===== src/rtl/comparador_pkg.sv =====
// Shared definitions for the serial slice comparator: default geometry and FSM encoding.
package comparador_pkg;

   localparam int SLICE_W_DEF  = 3;
   localparam int N_SLICES_DEF = 4;

   typedef enum logic [1:0] {
      IDLE = 2'd0,
      CMP  = 2'd1,
      FIN  = 2'd2
   } state_e;

endpackage


===== src/rtl/cmp_slice.sv =====
// Combinational equality of one operand slice.
module cmp_slice #(
   parameter int SLICE_W = comparador_pkg::SLICE_W_DEF
) (
   input  logic [SLICE_W-1:0] x,
   input  logic [SLICE_W-1:0] y,
   output logic               eq
);

   assign eq = &(x ~^ y);

endmodule


===== src/rtl/comparador_serial_ctrl.sv =====
// Serial comparator: walks latched operands one slice per cycle, LSB first,
// stopping at the first mismatching slice.
module comparador_serial_ctrl
   import comparador_pkg::*;
#(
   parameter int SLICE_W  = SLICE_W_DEF,
   parameter int N_SLICES = N_SLICES_DEF
) (
   input  logic                            clk,
   input  logic                            reset,
   input  logic                            start,
   input  logic [SLICE_W*N_SLICES-1:0]     a,
   input  logic [SLICE_W*N_SLICES-1:0]     b,
   input  logic                            select,
   output logic                            busy,
   output logic                            done,
   output logic                            s_out,
   output logic [$clog2(N_SLICES+1)-1:0]   slices_used
);

   localparam int IDX_W = (N_SLICES > 1) ? $clog2(N_SLICES) : 1;
   localparam int CNT_W = $clog2(N_SLICES+1);

   state_e                            state_q, state_d;
   logic [IDX_W-1:0]                  idx_q, idx_d;
   logic [N_SLICES-1:0][SLICE_W-1:0]  a_q, a_d, b_q, b_d;
   logic                              sel_q, sel_d;
   logic                              s_out_q, s_out_d;
   logic [CNT_W-1:0]                  used_q, used_d;
   logic                              slice_eq;

   // Single comparator shared across all slices; the index selects which pair it sees.
   cmp_slice #(.SLICE_W(SLICE_W)) u_cmp_slice (
      .x  (a_q[idx_q]),
      .y  (b_q[idx_q]),
      .eq (slice_eq)
   );

   always_comb begin
      state_d = state_q;
      idx_d   = idx_q;
      a_d     = a_q;
      b_d     = b_q;
      sel_d   = sel_q;
      s_out_d = s_out_q;
      used_d  = used_q;
      case (state_q)
         IDLE, FIN: begin
            if (start) begin
               state_d = CMP;
               idx_d   = '0;
               a_d     = a;
               b_d     = b;
               sel_d   = select;
            end else begin
               state_d = IDLE;
            end
         end
         CMP: begin
            if (!slice_eq) begin
               state_d = FIN;
               s_out_d = sel_q;
               used_d  = CNT_W'(idx_q) + CNT_W'(1);
            end else if (idx_q == IDX_W'(N_SLICES-1)) begin
               state_d = FIN;
               s_out_d = ~sel_q;
               used_d  = CNT_W'(N_SLICES);
            end else begin
               idx_d = idx_q + IDX_W'(1);
            end
         end
         default: state_d = IDLE;
      endcase
   end

   always_ff @(posedge clk or posedge reset) begin
      if (reset) begin
         state_q <= IDLE;
         idx_q   <= '0;
         a_q     <= '0;
         b_q     <= '0;
         sel_q   <= 1'b0;
         s_out_q <= 1'b0;
         used_q  <= '0;
      end else begin
         state_q <= state_d;
         idx_q   <= idx_d;
         a_q     <= a_d;
         b_q     <= b_d;
         sel_q   <= sel_d;
         s_out_q <= s_out_d;
         used_q  <= used_d;
      end
   end

   assign busy        = (state_q == CMP);
   assign done        = (state_q == FIN);
   assign s_out       = s_out_q;
   assign slices_used = used_q;

endmodule


===== config.mk =====
export PLATFORM = sky130hd
export DESIGN_NAME = comparador_serial_ctrl
export DESIGN_NICKNAME = d
export VERILOG_FILES = /design/src/rtl/comparador_pkg.sv /design/src/rtl/cmp_slice.sv /design/src/rtl/comparador_serial_ctrl.sv
export SDC_FILE = /design/constraint.sdc
export NUM_CORES = 1
export LEC_CHECK = 0
export ABC_CLOCK_PERIOD_IN_PS = 4100
export CORE_AREA = 5 5 60 62
export CTS_BUF_LIST = sky130_fd_sc_hd__clkbuf_16
export DETAILED_ROUTE_END_ITERATION = 10
export DIE_AREA = 0 0 65 67
export HOLD_SLACK_MARGIN = 0.12
export PLACE_DENSITY = 0.89
export SYNTH_ARGS = -nofsm -noshare
export SYNTH_HDL_FRONTEND = slang
export SYNTH_SLANG_ARGS = --single-unit
export TNS_END_PERCENT = 30

===== constraint.sdc =====
create_clock -name clk -period 4.1 [get_ports clk]
set_clock_uncertainty 0.05 [all_clocks]
set_input_delay 0.82 -clock clk [delete_from_list [all_inputs] [get_ports clk]]
set_output_delay 0.82 -clock clk [all_outputs]
set_load 0.02 [all_outputs]

== Word level (Yosys, flattened, before mapping) ==
Cells that the tools add are included.
Word-level totals
  logic and storage cells: 49
  bits of input ports: 28
  register bits after elaboration: 33
  output and inout port bits: 6
Cells by class
  eq/ne operators: 8
  multiplexer cells: 16
  $add $sub $neg: 2
  bitwise operators: 2
  reduce and logical (&&, ||, !) cells: 7
  $lt $le $gt $ge: 1
Operators with widths (number)
  $bmux 3 s2: 2
  $mux 3: 4
  $mux 2: 5
  $pmux 2 s2: 2
  $eq 2x2->1 const B: 2
  $ne 2x1->1 const B: 2
  $ne 2x2->1 const B: 2
  $reduce_and 2->1: 2
  $reduce_and 4->1: 1
  $add 2x1->3 const B: 1
  $lt 2x3->1 const B: 1
  $mux 1: 3
  $ne 3x2->1 const B: 1
  $reduce_and 3->1: 1
  $xnor 3x3->3: 1
  $add 2x1->2 const B: 1
  $eq 2x1->1 const B: 1
  $logic_not 2->1: 1
  $reduce_bool 2->1: 1
  $reduce_or 2->1: 1
  $not 1->1: 1

== Depth between registers and ports, before layout ==
Gate-level depths: netlist (run 1).
  depth after elaboration: 6
  depth in mapped cells: 6
  mapped depth without buffers: 6

== By module ==
A second synthesis (run 1) with hierarchy kept.
Second synthesis, totals
  cells, all modules: 96
  area total of the unflattened synthesis: 1574.0 sq um
By module, submodules not included
  comparador_serial_ctrl: area each 1537.7 sq um, seq. area each 825.8 sq um, cells each 92, instances 1
  cmp_slice: area each 36.3 sq um, seq. area each 0.0 sq um, cells each 4, instances 1

== Least setup slack after synthesis (run 1) ==
Ideal clock, no wire load.
  path kind: input -> register
  from: input port start
  to: register a_q[11] in the netlist's numbering
  buffers on the path: 2
  data arrival time: 1621 ps
  required time: 3925 ps
  slack: 2304 ps
  stages on the path: 4
  library setup time: 125 ps
  path through: nand2b_1 > buf_2 > buf_2 > mux2_2
Between the ends
  word-level cells in the longest chain between the ends: 1
RTL lines
  start, declared: RTL line comparador_serial_ctrl.sv:11  | input logic start,
  $reduce_and 2->1 (no line)
  end signal, assigned: RTL line comparador_serial_ctrl.sv:80  | a_q <= '0;
  end signal, assigned: RTL line comparador_serial_ctrl.sv:88  | a_q <= a_d;
  end, declared: RTL line comparador_serial_ctrl.sv:26  | logic [N_SLICES-1:0][SLICE_W-1:0] a_q, a_d, b_q, b_d;
No other way between the ends.
A chain may end at the register's enable or synchronous reset.

== Final worst setup path (run 1) ==
  from: register state_q[1]
  to: output port busy
Between the ends
  word-level cells in the longest chain between the ends: 1
RTL lines
  start, declared: RTL line comparador_serial_ctrl.sv:24  | state_e state_q, state_d;
  start signal, assigned: RTL line comparador_serial_ctrl.sv:86  | state_q <= state_d;
  $eq 2x1->1: RTL line comparador_serial_ctrl.sv:96  | assign busy = (state_q == CMP);
  end, declared: RTL line comparador_serial_ctrl.sv:15  | output logic busy,
No other way between the ends.

==> results.sh, run 1 <==
export IMPL_synth_area_sq_um=1520
export IMPL_clkLatencyLatePin_ps=270
export IMPL_antenna_left=0
export IMPL_post_synth_cell_area_avg_sq_um=13.4
export IMPL_start_kind="flip-flop"
export IMPL_critPathLaunch="state_q[1]"
export IMPL_cts_tree="done"
export IMPL_maxCapViolations=0
export IMPL_final_nets=181
export IMPL_num_rows=20
export IMPL_place_ws_ps=1740
export IMPL_final_cell_area_sq_um=2030
export IMPL_drive_gt1_frac=0.243
export IMPL_grt_overflow=0
export IMPL_outcome="finished clean"
export IMPL_worstReg2RegStart="idx_q[0]"
export IMPL_postCtsSetupBuffers=0
export IMPL_yosysWarningCount=0
export IMPL_start_util=0.510
export IMPL_clkTransAtPathRegs_ps=50
export IMPL_drv_slew=0
export IMPL_fmax_ghz=0.375
export IMPL_cts_hold_buf=0
export IMPL_period_minus_slack_ps=2660
export IMPL_synthArstFlopShare=1.00
export IMPL_numCtsBuffers=5
export IMPL_slew_headroom=0.542
export IMPL_yosysSeqAreaShare=0.544
export IMPL_syn_nets=142
export IMPL_routabilityCongestion=0.903
export IMPL_ys_flop_type="dfrtp_1"
export IMPL_cts_sinks=33
export IMPL_critical_path_arrival_ps=1790
export IMPL_critPathCaptureType="primary output"
export IMPL_grt_max_degree=34
export IMPL_worstMarginPinSlew_ps=683
export IMPL_vias_per_cell=5.38
export IMPL_hold_viol=0
export IMPL_syn_inst=113
export IMPL_clk_path_buf_depth=2
export IMPL_peakVddDrop_uv=350
export IMPL_crit_fanout=7
export IMPL_cpMaxStageDelayCell="clkdlybuf4s50_1"
export IMPL_path_cells="nand2b_1 -> inv_1 -> clkdlybuf4s50_1"
export IMPL_rsz0062_at_grt="false"
export IMPL_coreArea_sq_um=2980
export IMPL_synth_cell_types=26
export IMPL_die_w_um=65
export IMPL_syn2layout_area_growth_pct=33.7
export IMPL_htree_levels=2
export IMPL_setup_ws_ps=1440
export IMPL_p_leak_nw=0.846
export IMPL_hold_class="flip-flop to flip-flop"
export IMPL_crit_type="flip-flop to primary output"
export IMPL_finalWirelength_um=2980
export IMPL_cts_root_buffer="clkbuf_16"
export IMPL_power_density_nw_per_um2=682
export IMPL_setup_viol=0
export IMPL_grt_pass1_wl_um=5040
export IMPL_dpl_cell_area_sq_um=1880
export IMPL_yosysTopAreaCellShare=0.544
export IMPL_route_detailed_drc=0
export IMPL_finalSetupTns_ps=0
export IMPL_hold_start="slices_used[2]"
export IMPL_synth_edff_count=0
export IMPL_crit_required_ps=3230
export IMPL_synth_seq_cells=33
export IMPL_synth_top_cell_by_area="dfrtp_1"
export IMPL_num_io_pins=34
export IMPL_vias=995
export IMPL_worstHoldPathCells=1
export IMPL_post_drt_wl_per_cell_um=16.1
export IMPL_min_period_over_period=0.650
export IMPL_synth_commonest_cells="dfrtp_1 (33), mux2_2 (25), inv_1 (6), xnor2_1 (6), xor2_1 (6)"
export IMPL_reg2reg_depth=6
export IMPL_cts_repair_resize_count=0
export IMPL_grt_usage=0.162
export IMPL_slowest_delay_ps=640
export IMPL_die_h_um=67
export IMPL_die_area_sq_um=4360
export IMPL_drt_initial_drc_count=98
export IMPL_drt_first_pass_iters=4
export IMPL_first_global_vias=1081
export IMPL_synth_most_common_cell="dfrtp_1"
export IMPL_dp_hpwl_um=2190
export IMPL_nFillCells=208
export IMPL_antenna_found_initial=0
export IMPL_netlist_top_cells_area="dfrtp_1 (54%), mux2_2 (19%), xnor2_1 (3.5%)"
export IMPL_diodes=0
export IMPL_numPortBuffers=33
through the flow:
| step | util | instances | hold WS [ps] | total power [W] |
|---|---|---|---|---|
| 6_report | 0.682 | 185 | 472 | 0.00139 |
| 5_1_grt | 0.682 | 185 | 487 | 0.00148 |
| 4_1_cts | 0.677 | 184 | 475 | 0.00140 |
| 3_5_place_dp | 0.632 | 177 | 465 | 0.00106 |
| 3_3_place_gp | 0.632 | 177 | 459 | 0.00102 |
| 2_1_floorplan | - | 113 | 450 | 0.000901 |
layer usage:
layer | routed length [um] | global-route usage | vias up
li1 | - | - | 475
met1 | 1130 | 0.165 | 485
met2 | 1620 | 0.282 | 31
met3 | 162 | 0.0641 | 4
met4 | 74 | 0.0871 | 0
met5 | 0 | 0 | -
cells in the final DEF, fill, tap and decap left out, drive strengths merged:
master / n
o21ai: 1
xor2: 6
clkinv: 2
buf: 2
o41ai: 1
a32o: 1
o31a: 1
nor2b: 1
o221ai: 1
nor2: 4
mux2: 25
clkdlybuf4s50: 33
nor3: 1
xnor2: 6
a221oi: 1
nand2b: 4
ha: 1
dfrtp: 33
o32ai: 2
inv: 6
nor3b: 1
nand2: 4
and4: 2
nand3: 1
nor4: 4
clkbuf: 5
mux2i: 3
sequential cells by signal, indices dropped and copies added, names as in the netlist:
signal	count
s_out	1
state_q	2
slices_used	3
idx_q	2
b_q	12
a_q	12
sel_q	1
path summary, 6_finish.rpt:
| path | endpoint | slack [ps] |
|---|---|---|
| worst max-delay path | busy | 1440 |
| worst min-delay path | slices_used[2] | 470 |
| worst max register to register | s_out | 2410 |
| worst min register to register | slices_used[2] | 470 |
| max in group asynchronous | b_q[2] | 2700 |
| min in group asynchronous | b_q[6] | 820 |
where the power goes:
part / internal [W] / switching, W / leakage, nW
Sequential: 0.000455 / 0.0000969 / 0.395
Clock: 0.000216 / 0.000119 / 0.0685
Combinational: 0.000268 / 0.000231 / 0.383
worst max-delay path, delay by kind of cell (launching register included):
| family | cells | cell delay, ps |
|---|---|---|
| simple gates | 1 | 280 |
| buf+inv | 2 | 880 |
| flops | 1 | 360 |
kinds of logic after synthesis:
| family | after synthesis | synth area share |
|---|---|---|
| multiplexers | 28 | 0.205 |
| flip-flops | 33 | 0.544 |
| AND/OR/NAND/NOR | 22 | 0.105 |
| XOR/XNOR | 12 | 0.0692 |
| buffers and inverters | 9 | 0.0247 |
| adder cells (fa/ha/maj) | 1 | 0.00824 |
| AO/OA/AOI/OAI | 8 | 0.0445 |
cell type report:
class                           instances  area (sq um)  area share
Inverter                                6          22.5      0.0111
Tap cell                               33          41.3      0.0203
Multi-Input combinational cell         71           656       0.323
Clock buffer                            5           125      0.0616
Sequential cell                        33           826       0.407
Clock inverter                          2          7.51     0.00370
Timing Repair Buffer                   35           353       0.174
Power figures use the tool's default switching activity.
==> inputs of run 2 (changes only) <==
Settings changed: ABC_CLOCK_PERIOD_IN_PS 4100 to 2290, CORE_AREA 5 5 60 62 to 5 5 65 67, DIE_AREA 0 0 65 67 to 0 0 70 72, PLACE_DENSITY 0.89 to 0.8.
Clock period 4.1 ns to 2.29 ns, I/O delays scaled along.
==> run 2 against run 1 <==
- global-route usage is 4.1 points lower
- final cell count is 7.6% higher
- combinational power is 76% higher
- count of clock-buffer cells in the layout stayed put
- non-clock buffer count stayed put
- largest power group unchanged
==> results.sh, run 2 (same netlist as run 1, synthesis figures left out) <==
export IMPL_drv_slew=0
export IMPL_vias_per_cell=5.03
export IMPL_clkLatencyLatePin_ps=270
export IMPL_worst_path_buf_inv=2
export IMPL_finalSetupTns_ps=0
export IMPL_crit_type="flip-flop to primary output"
export IMPL_regArea_sq_um=826
export IMPL_final_nets=181
export IMPL_die_area_sq_um=5040
export IMPL_start_util=0.424
export IMPL_routabilityCongestion=0.804
export IMPL_route_detailed_drc=0
export IMPL_clkTransAtPathRegs_ps=50
export IMPL_peakVddDrop_uv=469
export IMPL_drt_first_pass_iters=4
export IMPL_min_period_over_period=0.820
export IMPL_dp_hpwl_um=2070
export IMPL_drive_gt1_frac=0.252
export IMPL_maxCapViolations=0
export IMPL_crit_required_ps=1780
export IMPL_hold_viol=0
export IMPL_first_global_vias=1044
export IMPL_grt_max_degree=34
export IMPL_hold_class="flip-flop to flip-flop"
export IMPL_power_density_nw_per_um2=1200
export IMPL_numPortBuffers=33
export IMPL_period_minus_slack_ps=1880
export IMPL_finalWirelength_um=2690
export IMPL_postCtsSetupBuffers=0
export IMPL_crit_fanout=7
export IMPL_critPathCaptureType="primary output"
export IMPL_drt_initial_drc_count=92
export IMPL_layout_commonest_cell="dfrtp_1"
export IMPL_cts_root_buffer="clkbuf_16"
export IMPL_start_kind="flip-flop"
export IMPL_final_cell_mix="dfrtp_1 (33), clkdlybuf4s50_1 (32), mux2_2 (25)"
export IMPL_die_h_um=72
export IMPL_grt_pass1_wl_um=4730
export IMPL_multi_input_area_sq_um=656
export IMPL_slowest_delay_ps=360
export IMPL_slew_headroom=0.732
export IMPL_rsz0062_at_grt="false"
export IMPL_cts_hold_buf=0
export IMPL_grt_overflow=0
export IMPL_syn2layout_area_growth_pct=34.4
export IMPL_path_cells="nand2b_1 -> inv_1 -> dlymetal6s2s_1"
export IMPL_fmax_ghz=0.533
export IMPL_hold_ws_ps=471
export IMPL_cpMaxStageDelayCell="dfrtp_1"
export IMPL_diodes=0
export IMPL_num_rows=22
export IMPL_die_w_um=70
export IMPL_nFillCells=312
export IMPL_coreArea_sq_um=3580
export IMPL_numCtsBuffers=5
export IMPL_p_leak_nw=0.858
export IMPL_vias=1000
export IMPL_cts_sinks=33
export IMPL_clk_path_buf_depth=2
export IMPL_setup_viol=0
export IMPL_post_drt_wl_per_cell_um=13.5
export IMPL_antenna_found_initial=0
export IMPL_crit_family="buffers and inverters"
export IMPL_worstMarginPinSlew_ps=400
export IMPL_cts_tree="done"
export IMPL_grt_usage=0.121
export IMPL_outcome="finished clean"
export IMPL_critical_path_arrival_ps=1370
export IMPL_num_io_pins=34
export IMPL_htree_levels=2
export IMPL_antenna_left=0
[run 2: cell types whose count changed in the layout (fill, tap and decap cells not counted)]
cell	before	now
clkinv_1	2	0
buf_4	1	2
buf_8	1	0
clkdlybuf4s50_1	33	32
clkinv_2	0	1
dlymetal6s2s_1	0	1
[run 2: repair_timing]
action,4_1_cts,5_1_grt
endpoints found under the hold margin,0,0
setup endpoints to repair,0,1
resized for setup,0,1
[run 2: power by group]
part	leakage [nW]	internal (W)	total, W	switching [W]
Sequential	0.395	0.000815	0.000984	0.000170
Combinational	0.397	0.000477	0.000876	0.000399
Clock	0.0655	0.000386	0.000596	0.000210
[run 2: final cells by class]
| type | instances | area share |
|---|---|---|
| flip-flops and latches | 33 | 0.404 |
| inverters | 6 | 0.0110 |
| clock buffers | 5 | 0.0613 |
| repair buffers | 35 | 0.170 |
| multi-input cells | 71 | 0.321 |
| well taps | 48 | 0.0294 |
| clock inverters | 1 | 0.00245 |
[run 2: worst paths after layout]
path	start	to	slack, ps	cells after the start
max in group asynchronous	reset	b_q[2]	1370	3
worst min register to register	b_q[1]	b_q[1]	470	1
min in group asynchronous	reset	a_q[8]	540	3
worst max-delay path	state_q[1]	busy	410	3
worst max register to register	idx_q[0]	s_out	560	6
worst min-delay path	b_q[1]	b_q[1]	470	1
[run 2: metrics by stage]
step / area [sq um] / total power, W / utilization / setup slack, ps / std cells
after floorplan: 1520 / 0.00161 / - / 752 / 113
after global placement: 1910 / 0.00183 / 0.534 / 363 / 193
after detailed placement: 1910 / 0.00188 / 0.534 / 336 / 193
after CTS: 2040 / 0.00249 / 0.570 / 33.9 / 199
after global routing: 2040 / 0.00262 / 0.571 / 310 / 199
final: 2040 / 0.00246 / 0.571 / 413 / 199
[run 2: routing by layer]
layer | track usage | share of wire | vias to the layer above
li1 | - | - | 475
met1 | 0.140 | 0.43 | 487
met2 | 0.191 | 0.48 | 32
met3 | 0.0623 | 0.076 | 6
met4 | 0.0511 | 0.019 | 0
met5 | 0 | 0 | -
==> inputs of run 3 (changes only) <==
Settings changed: ABC_CLOCK_PERIOD_IN_PS 2290 to 1930, CORE_AREA 5 5 65 67 to 5 5 62 64, DIE_AREA 0 0 70 72 to 0 0 67 69, PLACE_DENSITY 0.8 to 0.84.
Clock period 2.29 ns to 1.93 ns, I/O delays scaled along.
==> run 3 against run 2 <==
- non-clock buffer count grew 1
- count of clock-buffer cells in the layout is the same
- flip-flop and latch count is the same
- combinational power grew 24%
- critical path depth shrank 1
- design area grew 0.98%
- wire length grew 11%
- first-iteration DRC count grew 7.6%
- final cell count grew 0.50%
- sequential share of layout area shrank 0.39 points
- die area shrank 8.3%
- utilization grew 6.7 points
==> results.sh, run 3 (same netlist as run 1, synthesis figures left out) <==
export IMPL_grt_overflow=0
export IMPL_dpl_cell_area_sq_um=1930
export IMPL_vias_per_cell=5.18
export IMPL_seqPwrFrac=0.393
export IMPL_numPortBuffers=33
export IMPL_finalSetupTns_ps=0
export IMPL_drt_initial_drc_count=99
export IMPL_routabilityCongestion=0.826
export IMPL_antenna_found_initial=0
export IMPL_cts_root_buffer="clkbuf_16"
export IMPL_antenna_left=0
export IMPL_p_sw_w=0.000958
export IMPL_worstMarginPinSlew_ps=411
export IMPL_p_leak_nw=0.869
export IMPL_min_period_over_period=0.927
export IMPL_die_w_um=67
export IMPL_route_detailed_drc=0
export IMPL_finalWirelength_um=2990
export IMPL_cts_sinks=33
export IMPL_final_cell_area_sq_um=2060
export IMPL_critPathCaptureType="primary output"
export IMPL_num_io_pins=34
export IMPL_dp_cells=192
export IMPL_syn2layout_area_growth_pct=35.7
export IMPL_period_minus_slack_ps=1790
export IMPL_crit_required_ps=1490
export IMPL_rsz0062_at_grt="false"
export IMPL_crit_type="flip-flop to primary output"
export IMPL_start_kind="flip-flop"
export IMPL_outcome="finished clean"
export IMPL_final_cell_mix="dfrtp_1 (33), clkdlybuf4s50_1 (32), mux2_2 (25)"
export IMPL_slew_headroom=0.726
export IMPL_drv_slew=0
export IMPL_hold_ws_ps=449
export IMPL_peakVddDrop_uv=865
export IMPL_layout_commonest_cell="dfrtp_1"
export IMPL_critPathLaunch="state_q[0]"
export IMPL_fmax_ghz=0.559
export IMPL_vias=1036
export IMPL_grt_pass1_wl_um=5150
export IMPL_final_nets=182
export IMPL_crit_fanout=3
export IMPL_num_rows=21
export IMPL_numCtsBuffers=5
export IMPL_diodes=0
export IMPL_switching_share=0.322
export IMPL_fin_cells=200
export IMPL_first_global_vias=1119
export IMPL_htree_levels=2
export IMPL_coreArea_sq_um=3230
export IMPL_setup_ws_ps=141
export IMPL_hold_class="primary input to asynchronous set/reset pin"
export IMPL_clkLatencyLatePin_ps=270
export IMPL_clk_path_buf_depth=2
export IMPL_worstReg2RegStart="idx_q[0]"
export IMPL_internal_power_w=0.00201
export IMPL_clkTransAtPathRegs_ps=50
export IMPL_post_drt_wl_per_cell_um=14.9
export IMPL_die_area_sq_um=4620
export IMPL_maxCapViolations=0
export IMPL_die_h_um=69
export IMPL_drive_gt1_frac=0.247
export IMPL_power_density_nw_per_um2=1440
export IMPL_grt_usage=0.150
export IMPL_place_ws_ps=178
export IMPL_hold_viol=0
export IMPL_critical_path_arrival_ps=1350
export IMPL_setup_viol=0
export IMPL_comb_power_share=0.366
export IMPL_clock_power_share=0.242
export IMPL_start_util=0.470
export IMPL_drt_first_pass_iters=4
export IMPL_cts_tree="done"
export IMPL_grt_max_degree=34
[run 3: cell count changes in the layout (fill, tap and decap cells not counted), sizes merged]
cell,before,now
inv,6,9
dlymetal6s2s,1,0
dlygate4sd2,0,1
buf,2,3
clkinv,1,0
[run 3: path summary, 6_finish.rpt]
check	end	slack (ps)	depth (start not counted)
min	a_q[11]	450	3
min reg2reg	b_q[8]	470	1
max reg2reg	s_out	150	6
max in group asynchronous	state_q[1]	1090	3
max	done	140	2
min in group clk	b_q[8]	470	1
[run 3: area by class of cell]
cell class	instances	area, sq um
multi-input cells	71	656
clock buffers	5	125
clock inverters	3	11.3
repair buffers	36	364
fillers	276	1170
well taps	46	57.6
inverters	6	22.5
flip-flops and latches	33	826
[run 3: through the flow]
stage               utilization  total power, W
finish                    0.638         0.00297
global route              0.638         0.00316
CTS                       0.638         0.00300
detailed placement        0.596         0.00227
global placement          0.596         0.00220
floorplan                     -         0.00191
[run 3: what timing repair did]
item,CTS,global route
hold buffers,0,0
gates resized for setup,1,0
setup buffers,0,0
setup endpoints to repair,1,0
[run 3: worst max-delay path, stage by stage (launching register included)]
cell             delay (ps)
dfrtp_1                 380
nor2b_1                 100
clkdlybuf4s50_1         600
[run 3: power by group through the flow]
stage	combinational [W]	sequential, W	clock [W]
final	0.00109	0.00117	0.000718
after CTS	0.00110	0.00117	0.000735
after floorplan	0.000751	0.00116	0
after detailed placement	0.00109	0.00118	0
after global placement	0.00104	0.00116	0
after global routing	0.00119	0.00121	0.000767
[run 3: metal layers]
| layer | routed length, um | part of all wire | vias to the layer above | track usage |
|---|---|---|---|---|
| met2 | 1600 | 0.54 | 36 | 0.231 |
| met5 | 0 | 0 | - | 0 |
| li1 | - | - | 484 | - |
| met4 | 138 | 0.046 | 0 | 0.0878 |
| met3 | 147 | 0.049 | 13 | 0.0552 |
| met1 | 1100 | 0.37 | 503 | 0.175 |
